==> config.mk <==
export PLATFORM = sky130hd
export DESIGN_NAME = motion_executor
export DESIGN_NICKNAME = d
export VERILOG_FILES = /design/src/rtl/motion_executor.sv
export SDC_FILE = /design/constraint.sdc
export NUM_CORES = 1
export LEC_CHECK = 0
export ABC_AREA = 1
export ABC_CLOCK_PERIOD_IN_PS = 2300
export CORE_MARGIN = 5
export CORE_UTILIZATION = 60
export CTS_CLUSTER_SIZE = 24
export DETAILED_ROUTE_END_ITERATION = 7
export HOLD_SLACK_MARGIN = 0.15
export MAX_ROUTING_LAYER = met4
export PLACE_DENSITY = 0.8
export SETUP_SLACK_MARGIN = 0.05
export SYNTH_ARGS = -nofsm -noshare
export SYNTH_HDL_FRONTEND = slang
export SYNTH_SLANG_ARGS = --single-unit
==> constraint.sdc <==
create_clock -name sys_clk -period 2.3 [get_ports sys_clk]
set_input_delay 0.69 -clock sys_clk [delete_from_list [all_inputs] [get_ports sys_clk]]
set_output_delay 0.69 -clock sys_clk [all_outputs]
set_load 0.01 [all_outputs]
==> src/rtl/motion_executor.sv <==
// -----------------------------------------------------------------------------
// motion_executor
//
// Purpose:
//   This is the receiving end of the navigation command path. It accepts a
//   4-bit moving-state command over a valid/ready handshake and drives the
//   chassis motor enables and their indicator lights. Turns are timed on an
//   internal tick of TICK_DIV sys_clk cycles. After each turn there is a
//   settle period with every motor off. When the settle period ends, done
//   pulses for one cycle.
//
// Ports:
//   sys_clk             in   core clock
//   rst                 in   asynchronous reset, active-high
//   cmd_valid           in   command offered this cycle
//   cmd[3:0]            in   0000 STOP, 0001 MOVE_FORWARD, 0010 MOVE_BACK,
//                            0100 TURN_LEFT, 1000 TURN_RIGHT, 1100 AROUND
//   cmd_ready           out  command can be accepted this cycle (IDLE/RUN)
//   done                out  one-cycle pulse at the end of turn + settle
//   cmd_err             out  one-cycle pulse: accepted code not in table
//   move_forward        out  forward motor enable
//   move_backward       out  reverse motor enable
//   turn_left           out  left-turn motor enable
//   turn_right          out  right-turn motor enable
//   *_light             out  indicator for the matching enable
//
// Configuration:
//   MOTION_EXECUTOR_BLINK_EN
//     Defined:   while a turn enable is high, its light toggles every 25 ticks.
//                The light starts lit when the turn begins.
//     Undefined: each turn light is a steady copy of its enable.
//   The motor outputs are the same in both builds.
// -----------------------------------------------------------------------------
module motion_executor #(
  parameter int TICK_DIV     = 100_000,
  parameter int TURN_TICKS   = 200,
  parameter int SETTLE_TICKS = 50
) (
  input  logic       sys_clk,
  input  logic       rst,
  input  logic       cmd_valid,
  input  logic [3:0] cmd,
  output logic       cmd_ready,
  output logic       done,
  output logic       cmd_err,
  output logic       move_forward,
  output logic       move_backward,
  output logic       turn_left,
  output logic       turn_right,
  output logic       move_forward_light,
  output logic       move_backward_light,
  output logic       turn_left_light,
  output logic       turn_right_light
);

  localparam int            PW           = (TICK_DIV > 1) ? $clog2(TICK_DIV) : 1;
  localparam logic [PW-1:0] PRESC_LAST   = PW'(TICK_DIV - 1);
  localparam logic [PW-1:0] PRESC_ONE    = PW'(1);
  localparam logic [15:0]   TURN_LIMIT   = 16'(TURN_TICKS);
  localparam logic [15:0]   AROUND_LIMIT = 16'(2 * TURN_TICKS);
  localparam logic [15:0]   SETTLE_LIMIT = 16'(SETTLE_TICKS);

  localparam logic [3:0] CMD_STOP   = 4'b0000;
  localparam logic [3:0] CMD_FWD    = 4'b0001;
  localparam logic [3:0] CMD_BACK   = 4'b0010;
  localparam logic [3:0] CMD_LEFT   = 4'b0100;
  localparam logic [3:0] CMD_RIGHT  = 4'b1000;
  localparam logic [3:0] CMD_AROUND = 4'b1100;

  // Motor/light vector bit order: {forward, backward, left, right}
  localparam logic [3:0] M_OFF   = 4'b0000;
  localparam logic [3:0] M_FWD   = 4'b1000;
  localparam logic [3:0] M_BACK  = 4'b0100;
  localparam logic [3:0] M_LEFT  = 4'b0010;
  localparam logic [3:0] M_RIGHT = 4'b0001;

  typedef enum logic [1:0] {
    ST_IDLE   = 2'd0,
    ST_RUN    = 2'd1,
    ST_TURN   = 2'd2,
    ST_SETTLE = 2'd3
  } state_t;

  state_t        state_r;
  logic [PW-1:0] presc_r;
  logic [15:0]   ticks_r;
  logic [15:0]   limit_r;
  logic [3:0]    motor_r;
  logic [3:0]    light_r;
  logic          cmd_ready_r;
  logic          done_r;
  logic          cmd_err_r;

`ifdef MOTION_EXECUTOR_BLINK_EN
  localparam logic [4:0] BLINK_LAST = 5'd24;
  logic [4:0] blink_r;
`endif

  logic          tick_s;
  logic          last_tick_s;
  logic          accept_s;
  state_t        dec_state_s;
  logic [3:0]    dec_motor_s;
  logic [15:0]   dec_limit_s;
  logic          dec_err_s;

  // Tick strobe, end-of-period detect and handshake qualifier
  always_comb begin
    tick_s      = (presc_r == PRESC_LAST);
    last_tick_s = tick_s && (ticks_r == (limit_r - 16'd1));
    accept_s    = cmd_valid && cmd_ready_r;
  end

  // Command decode: target state, motor pattern, tick limit and error flag
  always_comb begin
    dec_state_s = ST_IDLE;
    dec_motor_s = M_OFF;
    dec_limit_s = TURN_LIMIT;
    dec_err_s   = 1'b0;
    case (cmd)
      CMD_STOP: begin
        dec_state_s = ST_IDLE;
        dec_motor_s = M_OFF;
      end
      CMD_FWD: begin
        dec_state_s = ST_RUN;
        dec_motor_s = M_FWD;
      end
      CMD_BACK: begin
        dec_state_s = ST_RUN;
        dec_motor_s = M_BACK;
      end
      CMD_LEFT: begin
        dec_state_s = ST_TURN;
        dec_motor_s = M_LEFT;
      end
      CMD_RIGHT: begin
        dec_state_s = ST_TURN;
        dec_motor_s = M_RIGHT;
      end
      CMD_AROUND: begin
        dec_state_s = ST_TURN;
        dec_motor_s = M_RIGHT;
        dec_limit_s = AROUND_LIMIT;
      end
      default: begin
        dec_state_s = ST_IDLE;
        dec_motor_s = M_OFF;
        dec_err_s   = 1'b1;
      end
    endcase
  end

  // Executor FSM with timing counters and registered outputs
  always_ff @(posedge sys_clk or posedge rst) begin
    if (rst) begin
      state_r     <= ST_IDLE;
      presc_r     <= '0;
      ticks_r     <= 16'd0;
      limit_r     <= TURN_LIMIT;
      motor_r     <= M_OFF;
      light_r     <= M_OFF;
      cmd_ready_r <= 1'b1;
      done_r      <= 1'b0;
      cmd_err_r   <= 1'b0;
`ifdef MOTION_EXECUTOR_BLINK_EN
      blink_r     <= 5'd0;
`endif
    end else begin
      done_r    <= 1'b0;
      cmd_err_r <= 1'b0;
      case (state_r)
        ST_IDLE, ST_RUN: begin
`ifdef MOTION_EXECUTOR_BLINK_EN
          presc_r <= tick_s ? '0 : presc_r + PRESC_ONE;
`endif
          if (accept_s) begin
            // Every accepted command restarts the timebase, so a turn
            // always lasts exactly limit*TICK_DIV cycles from entry
            state_r     <= dec_state_s;
            motor_r     <= dec_motor_s;
            light_r     <= dec_motor_s;
            limit_r     <= dec_limit_s;
            cmd_err_r   <= dec_err_s;
            cmd_ready_r <= (dec_state_s != ST_TURN);
            presc_r     <= '0;
            ticks_r     <= 16'd0;
`ifdef MOTION_EXECUTOR_BLINK_EN
            blink_r     <= 5'd0;
`endif
          end
        end
        ST_TURN: begin
          presc_r <= tick_s ? '0 : presc_r + PRESC_ONE;
          if (last_tick_s) begin
            state_r <= ST_SETTLE;
            motor_r <= M_OFF;
            light_r <= M_OFF;
            limit_r <= SETTLE_LIMIT;
            presc_r <= '0;
            ticks_r <= 16'd0;
          end else if (tick_s) begin
            ticks_r <= ticks_r + 16'd1;
`ifdef MOTION_EXECUTOR_BLINK_EN
            // XOR with the motor pattern flips only the active turn light
            if (blink_r == BLINK_LAST) begin
              blink_r <= 5'd0;
              light_r <= light_r ^ motor_r;
            end else begin
              blink_r <= blink_r + 5'd1;
            end
`endif
          end
        end
        ST_SETTLE: begin
          presc_r <= tick_s ? '0 : presc_r + PRESC_ONE;
          if (last_tick_s) begin
            state_r     <= ST_IDLE;
            done_r      <= 1'b1;
            cmd_ready_r <= 1'b1;
          end else if (tick_s) begin
            ticks_r <= ticks_r + 16'd1;
          end
        end
        default: begin
          state_r     <= ST_IDLE;
          motor_r     <= M_OFF;
          light_r     <= M_OFF;
          cmd_ready_r <= 1'b1;
        end
      endcase
    end
  end

  assign cmd_ready           = cmd_ready_r;
  assign done                = done_r;
  assign cmd_err             = cmd_err_r;
  assign move_forward        = motor_r[3];
  assign move_backward       = motor_r[2];
  assign turn_left           = motor_r[1];
  assign turn_right          = motor_r[0];
  assign move_forward_light  = light_r[3];
  assign move_backward_light = light_r[2];
  assign turn_left_light     = light_r[1];
  assign turn_right_light    = light_r[0];

endmodule

==> run summary <==
On the worst path, the slowest cell contributes a delay of between 500 and 600 ps. The placed wire-length estimate came out at approximately 6.3 mm. The register bit total from synthesis is 47. The slew at the pin closest to its max-slew limit came out at approximately 350 ps. The gate family responsible for the most delay along the worst path is simple AND/OR/NAND/NOR gates. After routing, the total negative slack on setup checks comes to 0 ps.

The number of instances in the synthesized netlist came out at between 400 and 500. The data arrival time of the critical path is roughly 2400 ps. The global-route wire length before repair came out at ~14 mm. The proportion of layout cells with a drive suffix above 1 came out at between 10% and 20%.

In this run the tool buffered the top-level ports with 17 buffer cells. The worst-case headroom to the max-slew limit is approximately three quarters. After clock tree synthesis, the clock-pin slew on the worst setup and hold paths is about 90 ps. The first detailed-routing pass ran for 5 iterations. The filler cell count is 423. Clock tree synthesis inserted a total of 5 buffers. For this design, the sink count on the clock tree is 47.

The initial antenna violation count is 0. In the finished design, the share of the clock period the worst path needs comes to between 90% and 100%. Walking the worst path, the cells encountered are inv_2 > buf_4 > nand2_2 > nor2_2 > nand2_2 > nand2_1 > nand2_1 > nand2_1 > nor2_4 > nand3_4 > nand2_8 > nand3_2 > a21oi_2.

The total vias in the final route came out at between 3000 and 4000. When the netlist entered floorplanning its net count stood at around 480. The share of synthesized registers carrying an async set or reset came out at 100%.

Once detail routing completed, the nets flagged for antenna violations numbered 0. The number of standard-cell rows in the floorplan is 26. Among all flip-flop cells after synthesis, the most frequent one is sky130_fd_sc_hd__dfrtp_1.

The repair_antennas step left the layout with diodes totalling 0. The max-cap check violation count came out at 0. The count of flip-flops with a built-in enable after synthesis came out at 0. Together, buffers and inverters on the worst path number 2. Entering global routing, the biggest net connects 30 pins.

The average footprint of a synthesized cell is roughly 7 sq um. The CTS root buffer is sky130_fd_sc_hd__clkbuf_8. The maximum resistive drop on vdd came out at ~0.35 mV. The per-cell via count in the routed design is about 5.5. The vertical extent of the die is 83.6 microns. The most numerous cell type found on the critical path is sky130_fd_sc_hd__nand2_1. The analysis attributes to cell leakage a power of 2.01 nW. The total routing usage reported by global routing is 24.4%. Global routing finished with a remaining overflow of 0. The post-route DRC violation count is 0. The tightest min-delay check is of the reg2reg type. TritonCTS built the clock tree. The power per unit of standard cell area came out at between 300 and 400 nW/um^2. The final worst clock skew is about 8.6 ps. The tightest hold path in the finished design has a slack of around 500 ps. On the critical path, the stage with the largest delay is an instance of sky130_fd_sc_hd__dfstp_2. The final hold violation count is 0. The starting DRC count in detailed routing came out at ~260. Setup repair after global routing left no endpoint under its margin.

Counting I/O delays and the setup requirement, the final critical path takes 2140 ps. The total count of max-transition violations in the final report is 0. The critical path in this run is classified as reg2reg. The number of failing setup endpoints in the final timing report is 0. The count of yosys warnings during synthesis is 0. The H-tree was split into 2 levels. The total I/O pin count is 18. The type of origin of the critical path is a register. The area of the placeable core came out at between 5000 and 6000 sq um.

The final wirelength came out at approximately 8.4 mm. For the worst setup path, the data required time is between 2000 and 3000 ps. The post-layout net count came out at 506.

The worst setup path is captured at a register. The number of global-route vias before repair came to about 2900. The number of buffers inserted for hold repair after clock tree synthesis came out at 0. The count of unique library cells instantiated by Yosys came out at 38.

The effective utilization at floorplan is around 63%. Relative to the synthesized area, the layout overhead comes to 15.7%. The die covers 7000 sq um. The clock latency reported for the late side of the worst-skew pair came out at just over 300 ps. The largest driver fanout on the critical path is 7. The achievable frequency came out at 468 MHz. The mapped netlist covers approximately 3300 sq um. The detail-routed net length per standard cell came out at 14.9 microns. The horizontal extent of the die came out at around 84 microns. The share of the yosys chip area belonging to registers came out at 36.3%. At the end of routability-driven placement, the weighted congestion stood at roughly 1. The flow ran to the end, and the final reports show no timing, DRC or antenna violations. The clock passes through at most 2 buffers.
-- layer usage --
layer,wire length [microns],part of all wire [%],global-route usage [%]
met1,3750,45,31.8
met2,4040,48,39.2
met3,456,5.4,3.36
met4,181,2.1,8.04
met5,0,0,-
-- state kept, by name, summed over array words and instances (netlist names) --
signal / cells
presc_r: 17
ticks_r: 16
limit_r: 5
light_r: 4
state_r: 2
cmd_err: 1
cmd_ready: 1
done: 1
-- worst paths after layout --
| check | cells past startpoint | startpoint | endpoint | slack, ps |
|---|---|---|---|---|
| setup / recovery | 13 | limit_r[6] | limit_r[5] | 160 |
| hold / removal | 2 | state_r[0] | state_r[0] | 510 |
| setup reg to reg | 13 | limit_r[6] | limit_r[5] | 160 |
| hold reg to reg | 2 | state_r[0] | state_r[0] | 510 |
| max in group asynchronous | 3 | rst | limit_r[6] | 1210 |
| min in group asynchronous | 2 | rst | light_r[1] | 600 |
-- area by class of cell --
type                    count  area (sq um)  area share [%]
clock buffers               5          68.8            1.83
clock inverters             3          43.8            1.16
inverters                  69           259            6.88
multi-input cells         340          1810            48.1
flip-flops and latches     47          1180            31.3
well taps                  70          87.6            2.33
repair buffers             33           315            8.37
-- cell usage after synthesis, types with 4 or more instances --
cell / number / area share [%]
sky130_fd_sc_hd__nor2_1: 60 / 6.9
sky130_fd_sc_hd__dfrtp_1: 44 / 34
sky130_fd_sc_hd__clkbuf_1: 4 / 0.46
sky130_fd_sc_hd__xor2_1: 8 / 2.2
sky130_fd_sc_hd__o22ai_1: 6 / 1.2
sky130_fd_sc_hd__nor2_4: 6 / 2.1
sky130_fd_sc_hd__nand3_1: 39 / 6.0
sky130_fd_sc_hd__buf_4: 4 / 0.92
sky130_fd_sc_hd__o21ai_2: 9 / 2.4
sky130_fd_sc_hd__nand4_1: 16 / 3.1
sky130_fd_sc_hd__nand2_1: 117 / 13
sky130_fd_sc_hd__a21oi_1: 9 / 1.4
sky130_fd_sc_hd__nand2_2: 10 / 1.9
sky130_fd_sc_hd__inv_2: 9 / 1.0
sky130_fd_sc_hd__o21ai_0: 21 / 3.2
sky130_fd_sc_hd__inv_1: 60 / 6.9
sky130_fd_sc_hd__nor3_1: 8 / 1.2
-- placed cells by master (no fill, tap or decap), types with 9 or more instances in the layout --
| master | count |
|---|---|
| sky130_fd_sc_hd__a21oi_1 | 9 |
| sky130_fd_sc_hd__buf_4 | 14 |
| sky130_fd_sc_hd__clkdlybuf4s50_1 | 17 |
| sky130_fd_sc_hd__dfrtp_1 | 44 |
| sky130_fd_sc_hd__inv_1 | 58 |
| sky130_fd_sc_hd__inv_2 | 11 |
| sky130_fd_sc_hd__nand2_1 | 117 |
| sky130_fd_sc_hd__nand3_1 | 39 |
| sky130_fd_sc_hd__nand4_1 | 16 |
| sky130_fd_sc_hd__nor2_1 | 59 |
| sky130_fd_sc_hd__o21ai_0 | 21 |
| sky130_fd_sc_hd__o21ai_2 | 9 |
-- timing repair --
item	CTS	global route
gates resized for setup	1	8
pin swaps	0	6
gates cloned	0	2
endpoints found under the setup margin	11	23
buffers inserted	0	2
hold endpoints to repair	0	0
-- tightest hold or removal path, cell delays in order, from the launching register on --
cell and delay [ps]:
sky130_fd_sc_hd__dfrtp_1 360, sky130_fd_sc_hd__nand2_1 70, sky130_fd_sc_hd__o21ai_2 50
-- where the power goes --
group	switching (mW)	total, mW	internal, mW
registers	0	0.826	0.826
clock network	0.296	0.620	0.324
logic	0.0265	0.0429	0.0164
total	0.323	1.49	1.17
-- per-stage QoR --
stage               cell area, sq um  instances  worst slack [ps]  total power, mW  util, %
floorplan                       3250        466               278            0.861        -
global placement                3560        555              92.8            0.885     68.8
detailed placement              3560        555              11.4            0.886     68.8
CTS                             3680        563              44.9             1.50     71.1
global route                    3760        567              55.9             1.55     72.8
finish                          3760        567               164             1.49     72.8
-- kinds of logic (layout without fill, tap and decap cells) --
family	after synthesis	in the layout	synth area share [%]
compound gates	56	56	11.4
xor+xnor	8	8	2.15
fa+ha+maj	3	3	1.15
buf+inv	81	110	10.5
flops	47	47	36.3
simple gates	271	273	38.5
Power figures use the tool's default switching activity.
